==> config.mk <==
export PLATFORM = sky130hd
export DESIGN_NAME = stk_bank_arb
export DESIGN_NICKNAME = d
export VERILOG_FILES = /design/src/rtl/stk_bank_arb_pkg.sv /design/src/rtl/stk_rr_arb.sv /design/src/rtl/stk_bank_arb.sv
export SDC_FILE = /design/constraint.sdc
export NUM_CORES = 1
export LEC_CHECK = 0
export ABC_AREA = 0
export CORE_AREA = 2 2 241 243
export CTS_CLUSTER_SIZE = 24
export DETAILED_ROUTE_END_ITERATION = 8
export DIE_AREA = 0 0 243 245
export GPL_TIMING_DRIVEN = 1
export PLACE_DENSITY = 0.67
export SLEW_MARGIN = 15
export SYNTH_ARGS = -nofsm -noshare
export SYNTH_HDL_FRONTEND = slang
export SYNTH_SLANG_ARGS = --single-unit
==> constraint.sdc <==
create_clock -name clk -period 3.6 [get_ports clk]
set_input_delay 0.72 -clock clk [delete_from_list [all_inputs] [get_ports clk]]
set_output_delay 0.72 -clock clk [all_outputs]
set_load 0.005 [all_outputs]
==> src/rtl/stk_bank_arb_pkg.sv <==
// Shared types and sizes for the stack bank arbiter: opcodes, stack pointers,
// bank command record and engine/bank counts.
package stk_bank_arb_pkg;

  localparam int ENGS_N     = 4;
  localparam int BANKS_N    = 4;
  localparam int ENGID_W    = (ENGS_N > 1) ? $clog2(ENGS_N) : 1;
  localparam int BNK_ID_W   = $clog2(BANKS_N);
  localparam int LINE_ID_W  = 8;
  localparam int OPCODE_W   = 2;
  localparam int CMD_DATA_W = 32;

  typedef logic [ENGID_W-1:0]   engid_t;
  typedef logic [BNK_ID_W-1:0]  bnk_id_t;
  typedef logic [LINE_ID_W-1:0] line_id_t;

  typedef enum logic [OPCODE_W-1:0] {
    OPCODE_NOP  = 2'd0,
    OPCODE_PUSH = 2'd1,
    OPCODE_POP  = 2'd2,
    OPCODE_INV  = 2'd3
  } opcode_t;

  typedef struct packed {
    bnk_id_t  bnk_id;
    line_id_t line_id;
  } ptr_t;

  localparam int PTR_W = $bits(ptr_t);

  typedef struct packed {
    logic                  wen;
    line_id_t              line_id;
    logic [CMD_DATA_W-1:0] dat;
  } bnk_cmd_t;

endpackage

==> src/rtl/stk_rr_arb.sv <==
// Single-bank round-robin arbiter: one-hot grant to the first requester at or
// after the priority pointer; the pointer moves past each winner.
module stk_rr_arb #(
  parameter int ENGS_N = stk_bank_arb_pkg::ENGS_N
) (
  input  logic              clk,
  input  logic              rst_n,
  input  logic [ENGS_N-1:0] req_i,
  output logic [ENGS_N-1:0] gnt_o
);

  localparam int PRIO_W = (ENGS_N > 1) ? $clog2(ENGS_N) : 1;

  logic [PRIO_W-1:0] prio_q, prio_d;
  logic [PRIO_W-1:0] idx;
  logic              found;
  int                sum;

  always_comb begin
    gnt_o  = '0;
    prio_d = prio_q;
    found  = 1'b0;
    idx    = '0;
    sum    = 0;
    for (int i = 0; i < ENGS_N; i++) begin
      sum = int'(prio_q) + i;
      if (sum >= ENGS_N) sum = sum - ENGS_N;
      idx = PRIO_W'(sum);
      if (!found && req_i[idx]) begin
        found      = 1'b1;
        gnt_o[idx] = 1'b1;
        prio_d     = (sum == ENGS_N - 1) ? '0 : PRIO_W'(sum + 1);
      end
    end
  end

  always_ff @(posedge clk) begin
    if (!rst_n) prio_q <= '0;
    else        prio_q <= prio_d;
  end

endmodule

==> src/rtl/stk_bank_arb.sv <==
// Shares the stack SRAM banks between the stack engines: per-bank round-robin
// grant, flopped bank commands, and fixed 3-cycle POP data return.
module stk_bank_arb #(
  parameter int ENGS_N = stk_bank_arb_pkg::ENGS_N,
  parameter int DATA_W = 32
) (
  input  logic                                                        clk,
  input  logic                                                        rst_n,
  input  logic [ENGS_N-1:0]                                           i_req_vld,
  input  logic [ENGS_N-1:0][stk_bank_arb_pkg::OPCODE_W-1:0]           i_req_opcode,
  input  logic [ENGS_N-1:0][stk_bank_arb_pkg::PTR_W-1:0]              i_req_ptr,
  input  logic [ENGS_N-1:0][DATA_W-1:0]                               i_req_dat,
  output logic [ENGS_N-1:0]                                           o_req_rdy,
  output logic [stk_bank_arb_pkg::BANKS_N-1:0]                        o_bnk_en,
  output logic [stk_bank_arb_pkg::BANKS_N-1:0]                        o_bnk_wen,
  output logic [stk_bank_arb_pkg::BANKS_N-1:0][stk_bank_arb_pkg::LINE_ID_W-1:0] o_bnk_addr,
  output logic [stk_bank_arb_pkg::BANKS_N-1:0][DATA_W-1:0]            o_bnk_wdat,
  input  logic [stk_bank_arb_pkg::BANKS_N-1:0][DATA_W-1:0]            i_bnk_rdat,
  output logic [ENGS_N-1:0]                                           o_rsp_vld,
  output logic [ENGS_N-1:0][DATA_W-1:0]                               o_rsp_dat,
  output logic [ENGS_N-1:0]                                           o_err_inv
);

  import stk_bank_arb_pkg::*;

  ptr_t [ENGS_N-1:0]                req_ptr;
  logic [ENGS_N-1:0]                req_push, req_pop, req_inv;
  logic [BANKS_N-1:0][ENGS_N-1:0]   bnk_req, bnk_gnt;
  logic [ENGS_N-1:0]                eng_gnt;

  logic [BANKS_N-1:0]                bnk_en_q, bnk_en_d;
  logic [BANKS_N-1:0]                bnk_wen_q, bnk_wen_d;
  logic [BANKS_N-1:0][LINE_ID_W-1:0] bnk_addr_q, bnk_addr_d;
  logic [BANKS_N-1:0][DATA_W-1:0]    bnk_wdat_q, bnk_wdat_d;
  logic [BANKS_N-1:0][ENGS_N-1:0]    tag_p1_q, tag_p1_d, tag_p2_q;
  logic [ENGS_N-1:0]                 rsp_vld_q, rsp_vld_d;
  logic [ENGS_N-1:0][DATA_W-1:0]     rsp_dat_q, rsp_dat_d;
  logic [ENGS_N-1:0]                 err_inv_q;

  assign req_ptr = i_req_ptr;

  // NOP with vld set is simply not a request.
  always_comb begin
    req_push = '0;
    req_pop  = '0;
    req_inv  = '0;
    bnk_req  = '0;
    for (int e = 0; e < ENGS_N; e++) begin
      if (i_req_vld[e]) begin
        case (opcode_t'(i_req_opcode[e]))
          OPCODE_PUSH: req_push[e] = 1'b1;
          OPCODE_POP:  req_pop[e]  = 1'b1;
          OPCODE_INV:  req_inv[e]  = 1'b1;
          default: ;
        endcase
      end
      bnk_req[req_ptr[e].bnk_id][e] = req_push[e] | req_pop[e];
    end
  end

  for (genvar b = 0; b < BANKS_N; b++) begin : g_arb
    stk_rr_arb #(.ENGS_N(ENGS_N)) u_arb (
      .clk   (clk),
      .rst_n (rst_n),
      .req_i (bnk_req[b]),
      .gnt_o (bnk_gnt[b])
    );
  end

  always_comb begin
    eng_gnt    = '0;
    bnk_en_d   = '0;
    bnk_wen_d  = '0;
    bnk_addr_d = '0;
    bnk_wdat_d = '0;
    tag_p1_d   = '0;
    for (int b = 0; b < BANKS_N; b++) begin
      for (int e = 0; e < ENGS_N; e++) begin
        if (bnk_gnt[b][e]) begin
          eng_gnt[e]    = 1'b1;
          bnk_en_d[b]   = 1'b1;
          bnk_wen_d[b]  = req_push[e];
          bnk_addr_d[b] = req_ptr[e].line_id;
          bnk_wdat_d[b] = req_push[e] ? i_req_dat[e] : '0;
          tag_p1_d[b][e] = req_pop[e];
        end
      end
    end
  end

  assign o_req_rdy = rst_n ? (eng_gnt | req_inv) : '0;

  // Read data arrives with the stage-2 tag; route it to the issuing engine.
  always_comb begin
    rsp_vld_d = '0;
    rsp_dat_d = rsp_dat_q;
    for (int b = 0; b < BANKS_N; b++) begin
      for (int e = 0; e < ENGS_N; e++) begin
        if (tag_p2_q[b][e]) begin
          rsp_vld_d[e] = 1'b1;
          rsp_dat_d[e] = i_bnk_rdat[b];
        end
      end
    end
  end

  always_ff @(posedge clk) begin
    if (!rst_n) begin
      bnk_en_q   <= '0;
      bnk_wen_q  <= '0;
      bnk_addr_q <= '0;
      bnk_wdat_q <= '0;
      tag_p1_q   <= '0;
      tag_p2_q   <= '0;
      rsp_vld_q  <= '0;
      rsp_dat_q  <= '0;
      err_inv_q  <= '0;
    end else begin
      bnk_en_q   <= bnk_en_d;
      bnk_wen_q  <= bnk_wen_d;
      bnk_addr_q <= bnk_addr_d;
      bnk_wdat_q <= bnk_wdat_d;
      tag_p1_q   <= tag_p1_d;
      tag_p2_q   <= tag_p1_q;
      rsp_vld_q  <= rsp_vld_d;
      rsp_dat_q  <= rsp_dat_d;
      err_inv_q  <= req_inv;
    end
  end

  assign o_bnk_en   = bnk_en_q;
  assign o_bnk_wen  = bnk_wen_q;
  assign o_bnk_addr = bnk_addr_q;
  assign o_bnk_wdat = bnk_wdat_q;
  assign o_rsp_vld  = rsp_vld_q;
  assign o_rsp_dat  = rsp_dat_q;
  assign o_err_inv  = err_inv_q;

endmodule

# Word level (Yosys, flattened, before mapping)
# Index checks and enable logic that the tools add are counted.
# Widths: inputs -> output; s select.
# totals
register_bits	344
inputBits	310
out_inout_bits	308
word_cells	545
# op_classes
addsub	44
magnitude_cmp	56
eq_ne	28
muxes	291
bitwise	18
n_reduce_logical	68
# ops
operator	n
$mux 32	52
$eq 32x3->1 const B	16
$ge 32x4->1 const B	12
$sub 32x4->32 const B	12
$mux 1	132
$mux 8	16
$mux 4	18
$mux 2	33
$lt 2x3->1 const B	20
$or 4x4->4	13
$bwmux 16	3
$ge 2x1->1 const B	20
$add 2x2->2 const B	16
$bmux 1 s2	16
$demux 1 s2	16
$demux 4 s2	4
$logic_and 1x1->1	32
$reduce_and 2->1	16
$reduce_bool 4->1	8
$add 2x2->3 const B	8
$and 16x16->16	1
$eq 2x2->1 const B	8
$sub 2x3->4 const B	4
$add 2x1->3 const B	4
other kinds (5)	25

# Depth between registers and ports, before layout
# Gate-level depths: netlist of the first run.
# logic_depth
ltp_word	26
ltp_mapped	15
depth_no_buf	11

# By module
# From an unflattened synthesis of the first run, not the netlist that was laid out.
# unflattened
cells_unflattened	2542
area_unflattened_um2	21006.4
# modules_own_cells
mod	n_inst	cells_per_inst	area_each_um2	seq_area_each_um2
stk_bank_arb	1	2324	19043.3	6726.5
stk_rr_arb at g_arb[0].u_arb ...	3	52	464.2	40.0
stk_rr_arb at g_arb[3].u_arb	1	62	570.5	40.0

# Worst setup path before layout of the first run
# No wires, ideal clock.
# synth_timing
path_kind	reg2out
start	register g_arb[3].u_arb.prio_q[0]
end	output o_req_rdy[2]
arrival_ps	3199
required_ps	2880
path_slack_ps	-319
path_stages_with_launch	12
n_path_buf	4
cell_sequence	dfxtp_1 > clkbuf_1 > inv_1 > ha_1 > buf_1 > mux4_2 > nor4b_1 > nand2_1 > o21a_1 > buf_2 > buf_1 > a41oi_1
# synth_via
elab_chain_len	17
elab_cells_between_ends	62
classes_between	add/sub (7); order compare (12); mux (29); bitwise (4); reduce/logical (10)
# synth_rtl
item	line_no	source
start: declaration	stk_rr_arb.sv:14	logic [PRIO_W-1:0] prio_q, prio_d;
start signal: assignment	stk_rr_arb.sv:39	else prio_q <= prio_d;
parallel branches: the longest is 13 deep, another holds $sub 32x4->32	--	
$mux 4 *	stk_rr_arb.sv:29	if (!found && req_i[idx]) begin
$mux 1 *	stk_bank_arb.sv:79	if (bnk_gnt[b][e]) begin
$or 4x4->4 *	stk_bank_arb.sv:91	assign o_req_rdy = rst_n ? (eng_gnt | req_inv) : '0;
$mux 4 *	stk_bank_arb.sv:91	
end: declaration	stk_bank_arb.sv:13	output logic [ENGS_N-1:0] o_req_rdy,
# Mark *: on every way between the ends. The select of a mux whose other input is x is not followed.

# Worst setup path in the final report of the first run
# layout_timing
start	input i_req_vld[0]
end	output o_req_rdy[1]
# layout_via
elab_chain_len	24
elab_cells_between_ends	109
classes_between	mux (70); bitwise (15); reduce/logical (24)
# layout_rtl
item	line_no	source
start: declaration	stk_bank_arb.sv:9	input logic [ENGS_N-1:0] i_req_vld,
$mux 1	stk_bank_arb.sv:49	if (i_req_vld[e]) begin
$or 1x1->1 *	stk_bank_arb.sv:57	bnk_req[req_ptr[e].bnk_id][e] = req_push[e] | req_pop[e];
$and 16x16->16 (no line) *	--	
$bwmux 16 * (3 in a row)	stk_bank_arb.sv:57	
$bmux 1 s2	stk_rr_arb.sv:29	
$mux 1 (implied by the code)	stk_rr_arb.sv:29	
$mux 1	stk_rr_arb.sv:29	
$logic_not 1->1	stk_rr_arb.sv:29	
(+4 left out)	--	
$mux 1	stk_rr_arb.sv:29	
$logic_not 1->1	stk_rr_arb.sv:29	
$logic_and 1x1->1	stk_rr_arb.sv:29	
$mux 4	stk_rr_arb.sv:29	
$mux 1 (3 in a row)	stk_bank_arb.sv:79	
$mux 1 *	stk_bank_arb.sv:79	
$or 4x4->4 *	stk_bank_arb.sv:91	
$mux 4 *	stk_bank_arb.sv:91	
# Mark *: on every way between the ends. The rest lies on a longest branch, timed or not. The select of a mux whose other input is x is not followed.

==> reports/summary.txt, run 1 <==
CP Max Fanout -> 4
Max Freq -> 271.6 MHz
CTS tree -> yes
Post-synth cell types -> 81
Clk_lat worst skew -> 0.59 ns
Vias in the first global route -> 24409
Initial antenna violation count -> 15
Drt pass-1 iters -> 7
Final setup fails -> 4
Std-Cell Rows -> 88
Register area share after synthesis -> 33.17%
Routability Congestion -> 0.9376
Ratio of cells with drive above 1 in the final layout -> 14.50%
H-tree Lvls -> 2
Met1 Usage GRT -> 43.10%
Num ports -> 618
Initial drt markers -> 2981
GR Util All Layers -> 33.83%
Synth-to-Final Area Change -> 50.01%
Met2 Use GR -> 54.11%
Clock root buffer -> clkbuf_16
GR peak layer -> met2
Clock Tree Buf Depth -> 3
Slew HR -> 29.40%
Min-delay worst type -> reg -> reg
FILL cells -> 5282
Worst vdd ir -> 0.4206 mV
Hold Vio Cnt, Final -> 0
Total core area -> 57030 sq um
Starting Density -> 36.40%
Die area -> 59540 sq um
Layout Nets -> 3764
Worst hold margin -> 0.4152 ns
Via-to-Cell Ratio -> 6.126
Routed wire length per instance -> 25.29 um
Num CTS Buffers -> 43
Share of synthesized registers carrying an async set or reset -> 0%
CP startpoint kind -> primary input
Fin cells -> 4240
PD cells -> 490.7 nW/um^2
CP max stage cell -> mux4_2
Multi-input logic area -> 13240 sq um
Mean Syn Cell Area -> 7.482 sq um
Final slew viol count -> 0
Worst Clk Skew -> 0.02527 ns
Placed Instance Area -> 29110 sq um
Antenna viol nets, final -> 0
Via Count -> 25975
DRC viols -> 0
First-pass GRT wire length -> 155.8 mm
Detailed Place HPWL -> 72.77 mm
Critical path required time -> 2.88 ns
Number of synthesized flops with an enable pin -> 0
CTS clock-pin slew for the worst setup and hold paths -> 0.06 ns
Chip Width -> 243 um
Slowest stage delay, CP -> 0.52 ns
Final Cycle Share -> 102.3%
Global-route track usage on met3 -> 9.097%
Finished Cell Area -> 31150 sq um
RSZ-0062 raised after global routing -> true
Die height -> 245 um
Global route overflow -> 0
Synth Instances -> 2775
Crit path time final -> 3.682 ns
FF-to-FF setup slack -> 0.04 ns
Worst-Margin Slew -> 1.059 ns
Run status -> finished, violations left
Max-cap violation count -> 0
Port Buffers -> 617
Register area -> 6905 sq um
Yosys warns -> 0
Final worst slack -> -0.08227 ns
Post-Syn Area -> 20760 sq um
Cells after DPL -> 4130
Setup crit end kind -> output port
Leak -> 10.83 nW
Clk sink count -> 344
Routed WL -> 107.2 mm
Setup CP Type -> in -> out
Critical path arrival -> 2.96 ns
Main flop type after synthesis -> dfxtp_1
Worst-path cell chain -> clkdlybuf4s15_2 -> buf_4 -> or4b_4 -> mux4_2 -> nand3_2 -> o311ai_4 -> a21o_2 -> nor3_4 -> a21oi_2 -> buf_2
Pin count of the biggest net entering global routing -> 87
#FFs+latches synth -> 344
Failing checks -> negative setup slack
Mapped Nets -> 3106
-- state kept, by name (all words and copies together), names as in the netlist --
signal / flops
o_bnk_wdat: 128
g_arb.u_arb.prio_q: 8
o_rsp_dat: 128
o_rsp_vld: 4
o_err_inv: 4
tag_p1_q: 16
o_bnk_addr: 32
tag_p2_q: 16
o_bnk_en: 4
o_bnk_wen: 4
-- cells in the mapped netlist, drive strengths merged (17+ instances only) --
library cell  instances  share of area [%]
a211oi               33                1.3
o211ai              132                4.8
a2111oi              33                1.5
a221oi               97                4.1
mux2i               141                6.9
clkbuf              206                3.7
dfxtp               344                 33
ha                   21                1.3
and2                 56                1.7
o32ai                57                2.4
nor3                 17               0.59
nor4                 33               0.99
nand3                24               0.58
a21oi               446                 11
nand2               315                5.7
nor2                391                7.1
buf                  72                1.6
o21ai               163                4.0
-- where the power goes --
group	switching [W]	leakage (nW)	internal [W]
Sequential	0.000203	2.80	0.00426
Combinational	0.00348	7.33	0.00285
Clock	0.00183	0.694	0.00266
-- layout make-up --
type	count	share of cell area (%)
Sequential cell	344	22.17
Multi-Input combinational cell	2138	42.50
Antenna cell	12	0.09641
Inverter	15	0.1968
Clock inverter	19	0.7633
Timing Repair Buffer	891	27.32
Tap cell	765	3.073
Clock buffer	56	3.873
-- worst paths after layout --
| path | from | end | depth (start not counted) |
|---|---|---|---|
| worst min register to register | tag_p1_q[11] | tag_p2_q[11] | 1 |
| worst max-delay path | i_req_vld[0] | o_req_rdy[1] | 10 |
| worst min-delay path | tag_p1_q[11] | tag_p2_q[11] | 1 |
| worst max register to register | g_arb[1].u_arb.prio_q[0] | o_bnk_wdat[60] | 13 |
-- layer usage --
layer | wire, um | vias to the layer above
met3 | 12840 | 358
li1 | - | 11533
met4 | 4898 | 8
met1 | 41100 | 12351
met2 | 48350 | 1725
met5 | 46 | -
-- timing repair --
action	CTS	global route
pin swaps	29	15
hold buffers	0	0
buffers inserted	18	5
resized for setup	157	37
endpoints found under the setup margin	156	45
-- cells in the final DEF (no fill, tap or decap), types with 33 or more instances in the layout --
| master | synthesis | routed |
|---|---|---|
| dfxtp_1 | 344 | 329 |
| nand2_1 | 315 | 311 |
| and2_1 | 56 | 55 |
| nor2_1 | 389 | 378 |
| buf_4 | 1 | 236 |
| o32ai_1 | 57 | 57 |
| a221oi_1 | 97 | 96 |
| a21oi_1 | 445 | 441 |
| clkdlybuf4s50_1 | 0 | 592 |
| o21ai_0 | 161 | 158 |
| nor4_1 | 33 | 33 |
| mux2i_1 | 140 | 139 |
| o211ai_1 | 132 | 132 |
| clkbuf_16 | 0 | 44 |
-- stage by stage --
step	power (W)	setup TNS (ns)	util (%)	setup slack [ns]
3_5_place_dp	0.01045	-138.95	51.03	-1.121
2_1_floorplan	0.007254	0	-	0.004866
3_3_place_gp	0.01043	-129.93	51.03	-1.060
6_report	0.01528	-0.1800	54.61	-0.08227
4_1_cts	0.01511	-0.2019	54.32	-0.06140
5_1_grt	0.01585	-0.5600	54.60	-0.1518
-- logic make-up after synthesis --
logic type,after synthesis,share of synthesized area (%)
AOI/OAI and AO/OA,1044,32.01
and+or+nand+nor,907,19.13
DFF,344,33.17
buffers and inverters,293,5.568
muxes,156,8.431
adders and majority gates,21,1.266
xor gates and xnor gates,10,0.4218
-- critical path, delay by kind of cell --
kind / cells / cell delay (ns)
simple gates: 3 / 0.78
mux: 1 / 0.52
buf+inv: 3 / 0.51
compound gates: 3 / 0.43
Power figures use the tool's default switching activity.
==> inputs of run 2 (changes only) <==
Settings changed: ABC_AREA 0 to 1, CORE_AREA 2 2 241 243 to 2 2 242 244, CTS_CLUSTER_DIAMETER from default to 60, DIE_AREA 0 0 243 245 to 0 0 244 246.
==> run 2 against run 1 <==
Against the previous run:
- the run now ends clean
- non-clock buffer count down 116
- combinational power up 33%
- worst setup slack better by 0.19 ns
- wire length down 2.5%
- sequential power up 4%
- register-to-register slack better by 0.62 ns
- area after synthesis up 0.78%
- global-route usage down 0.62 points
- fmax up 5.4%
- via count up 0.64%
- first-iteration DRC count down 25%
- largest cell class unchanged
- largest power group unchanged
- highest routed layer unchanged
==> reports/summary.txt, run 2 <==
Run status -> completed
Commonest non-fill, non-tap cells in the layout -> 621 x nand2_1, 592 x clkdlybuf4s50_1, 484 x a21oi_1
Synth area leaders -> dfxtp_1 33%, a21oi_1 12%, nand2_1 11%
Cells after DPL -> 4479
Share of synthesized registers carrying an async set or reset -> 0%
Synth-to-Final Area Change -> 42.73%
Final slew viol count -> 0
Routed wire length per instance -> 22.85 um
Num CTS Buffers -> 37
Global route overflow -> 0
CTS tree -> yes
CP Max Fanout -> 10
Critical path arrival -> 2.77 ns
FF-to-FF setup slack -> 0.66 ns
Clk sink count -> 344
Critical Path Source -> i_req_opcode[1]
Starting Density -> 36.48%
Critical path required time -> 2.88 ns
Routed WL -> 104.6 mm
Number of synthesized flops with an enable pin -> 0
Register area share after synthesis -> 32.91%
Die height -> 246 um
Worst Hold Depth -> 2
RSZ-0062 raised after global routing -> true
Via Count -> 26141
Antenna viol nets, final -> 0
Die area -> 60020 sq um
Num ports -> 618
Worst hold margin -> 0.4129 ns
Total core area -> 57370 sq um
Worst-Margin Slew -> 1.098 ns
PD cells -> 575.8 nW/um^2
Slew HR -> 26.81%
Vias in the first global route -> 24779
Hold Path End -> tag_p2_q[7]
H-tree Lvls -> 2
Crit path time final -> 3.494 ns
Register area -> 6892 sq um
Reg2reg end -> o_bnk_wdat[44]
GR Util All Layers -> 33.20%
Placed Instance Area -> 28080 sq um
Finished Cell Area -> 29870 sq um
Port Buffers -> 617
Detailed Place HPWL -> 66.71 mm
Layout Nets -> 4102
Final setup fails -> 0
Leak -> 12.36 nW
Commonest non-fill, non-tap cell in the layout -> nand2_1
Slowest stage delay, CP -> 0.26 ns
Clock root buffer -> clkbuf_16
Number of cells on the critical path -> 17
First-pass GRT wire length -> 154.4 mm
Mean Syn Cell Area -> 6.505 sq um
Yosys top cell area share -> 32.91%
Std-Cell Rows -> 88
Clock Tree Buf Depth -> 3
Fin cells -> 4576
Most common cell in the netlist -> nand2_1
Initial antenna violation count -> 26
Mapped Nets -> 3548
Worst vdd ir -> 0.6620 mV
Post-synth cell types -> 41
Setup CP Type -> in -> out
Clk_lat worst skew -> 0.57 ns
Main flop type after synthesis -> dfxtp_1
Ratio of cells with drive above 1 in the final layout -> 10.42%
Setup crit end kind -> output port
Total Power -> 0.01720 W
Min-delay worst type -> reg -> reg
Yosys warns -> 0
Routability Congestion -> 0.9551
CP startpoint kind -> primary input
Synth Instances -> 3217
Pin count of the biggest net entering global routing -> 181
Delay-heaviest family, CP -> simple AND/OR/NAND/NOR gates
Final Cycle Share -> 97.05%
Initial drt markers -> 2246
Multi-input logic area -> 12230 sq um
Hold_buf cts -> 0
Max-cap violation count -> 0
CTS clock-pin slew for the worst setup and hold paths -> 0.06 ns
CP max stage cell -> dlygate4sd2_1
FILL cells -> 5678
Drt pass-1 iters -> 6
DRC viols -> 0
Max Freq -> 286.2 MHz
Hold_sp -> tag_p1_q[7]
Worst-path cell chain -> clkdlybuf4s15_1 -> inv_2 -> nand3_2 -> nand2_4 -> nand3_1 -> nand3_2 -> nand2_4 -> buf_12 -> nand3_1 -> o21ai_1 -> nor2_1 -> nand2_2 -> inv_2 -> nand4_1 -> o21ai_1 -> inv_1 -> dlygate4sd2_1
Cell taking the most area after synthesis -> dfxtp_1
Via-to-Cell Ratio -> 5.713
Worst Clk Skew -> 0.03626 ns
Chip Width -> 244 um
Commonest cells in the netlist -> 632 x nand2_1, 484 x a21oi_1, 344 x dfxtp_1
Hold Vio Cnt, Final -> 0
Post-Syn Area -> 20930 sq um
#FFs+latches synth -> 344
Reg2Reg Depth -> 15
RR Startpoint -> g_arb[1].u_arb.prio_q[0]
Buf/Inv on CP -> 6
[run 2: logic make-up (layout without fill, tap and decap cells)]
group                    count (synthesis)  in the layout  synth area share [%]
buffers and inverters                  531           1112                 10.57
flip-flops                             344            344                 32.91
other                                    0             12                     0
AO/OA/AOI/OAI                         1020           1020                 28.67
AND/OR/NAND/NOR                       1301           1302                 26.59
adder cells (fa/ha/maj)                 21             21                 1.256
[run 2: repair_timing]
action / in CTS / in global routing
gates cloned: 1 / 0
endpoints found under the setup margin: 4 / 4
gates resized for setup: 75 / 65
buffers inserted: 13 / 4
pin swaps: 20 / 23
[run 2: metrics by stage]
step	TNS [ns]	utilization [%]	worst slack, ns
3_3_place_gp	-14.14	48.95	-0.6261
5_1_grt	-0.01309	52.05	-0.01309
6_report	0	52.06	0.1063
2_1_floorplan	0	-	0.5364
3_5_place_dp	-17.21	48.95	-0.6415
4_1_cts	0	51.70	0.003268
[run 2: report_power, final]
part | switching (W) | internal (W)
clock network | 0.00187 | 0.00231
registers | 0.000224 | 0.00440
logic | 0.00514 | 0.00325
total | 0.00723 | 0.00996
[run 2: worst max path at each step]
stage                   end  slack [ns]
6_report       o_req_rdy[2]        0.11
3_5_place_dp   o_req_rdy[1]       -0.64
5_1_grt        o_req_rdy[2]       -0.01
3_3_place_gp   o_req_rdy[1]       -0.63
4_1_cts        o_req_rdy[2]       0.003
2_1_floorplan  o_req_rdy[3]        0.54
[run 2: tightest hold or removal path, cell delays in order, from the launching register on]
cell and delay [ns]:
dfxtp_1 0.30, nand2_1 0.05, inv_1 0.03
[run 2: routing by layer]
metal / track usage [%] / share of wire (%) / vias to the layer above
li1: - / - / 12128
met1: 40.29 / 38 / 11880
met4: 17.93 / 5.2 / 28
met2: 53.11 / 45 / 1713
met5: 0 / 0.17 / -
met3: 9.444 / 12 / 392
[run 2: final cells by class]
cell class                 count  share of cell area (%)
antenna                       12                  0.1005
clock buffer                  44                   3.393
clock inverter                23                   1.001
inverter                     270                   3.419
multi-input combinational   2343                   40.96
sequential                   344                   23.08
tap                          765                   3.205
timing repair buffer         775                   24.84
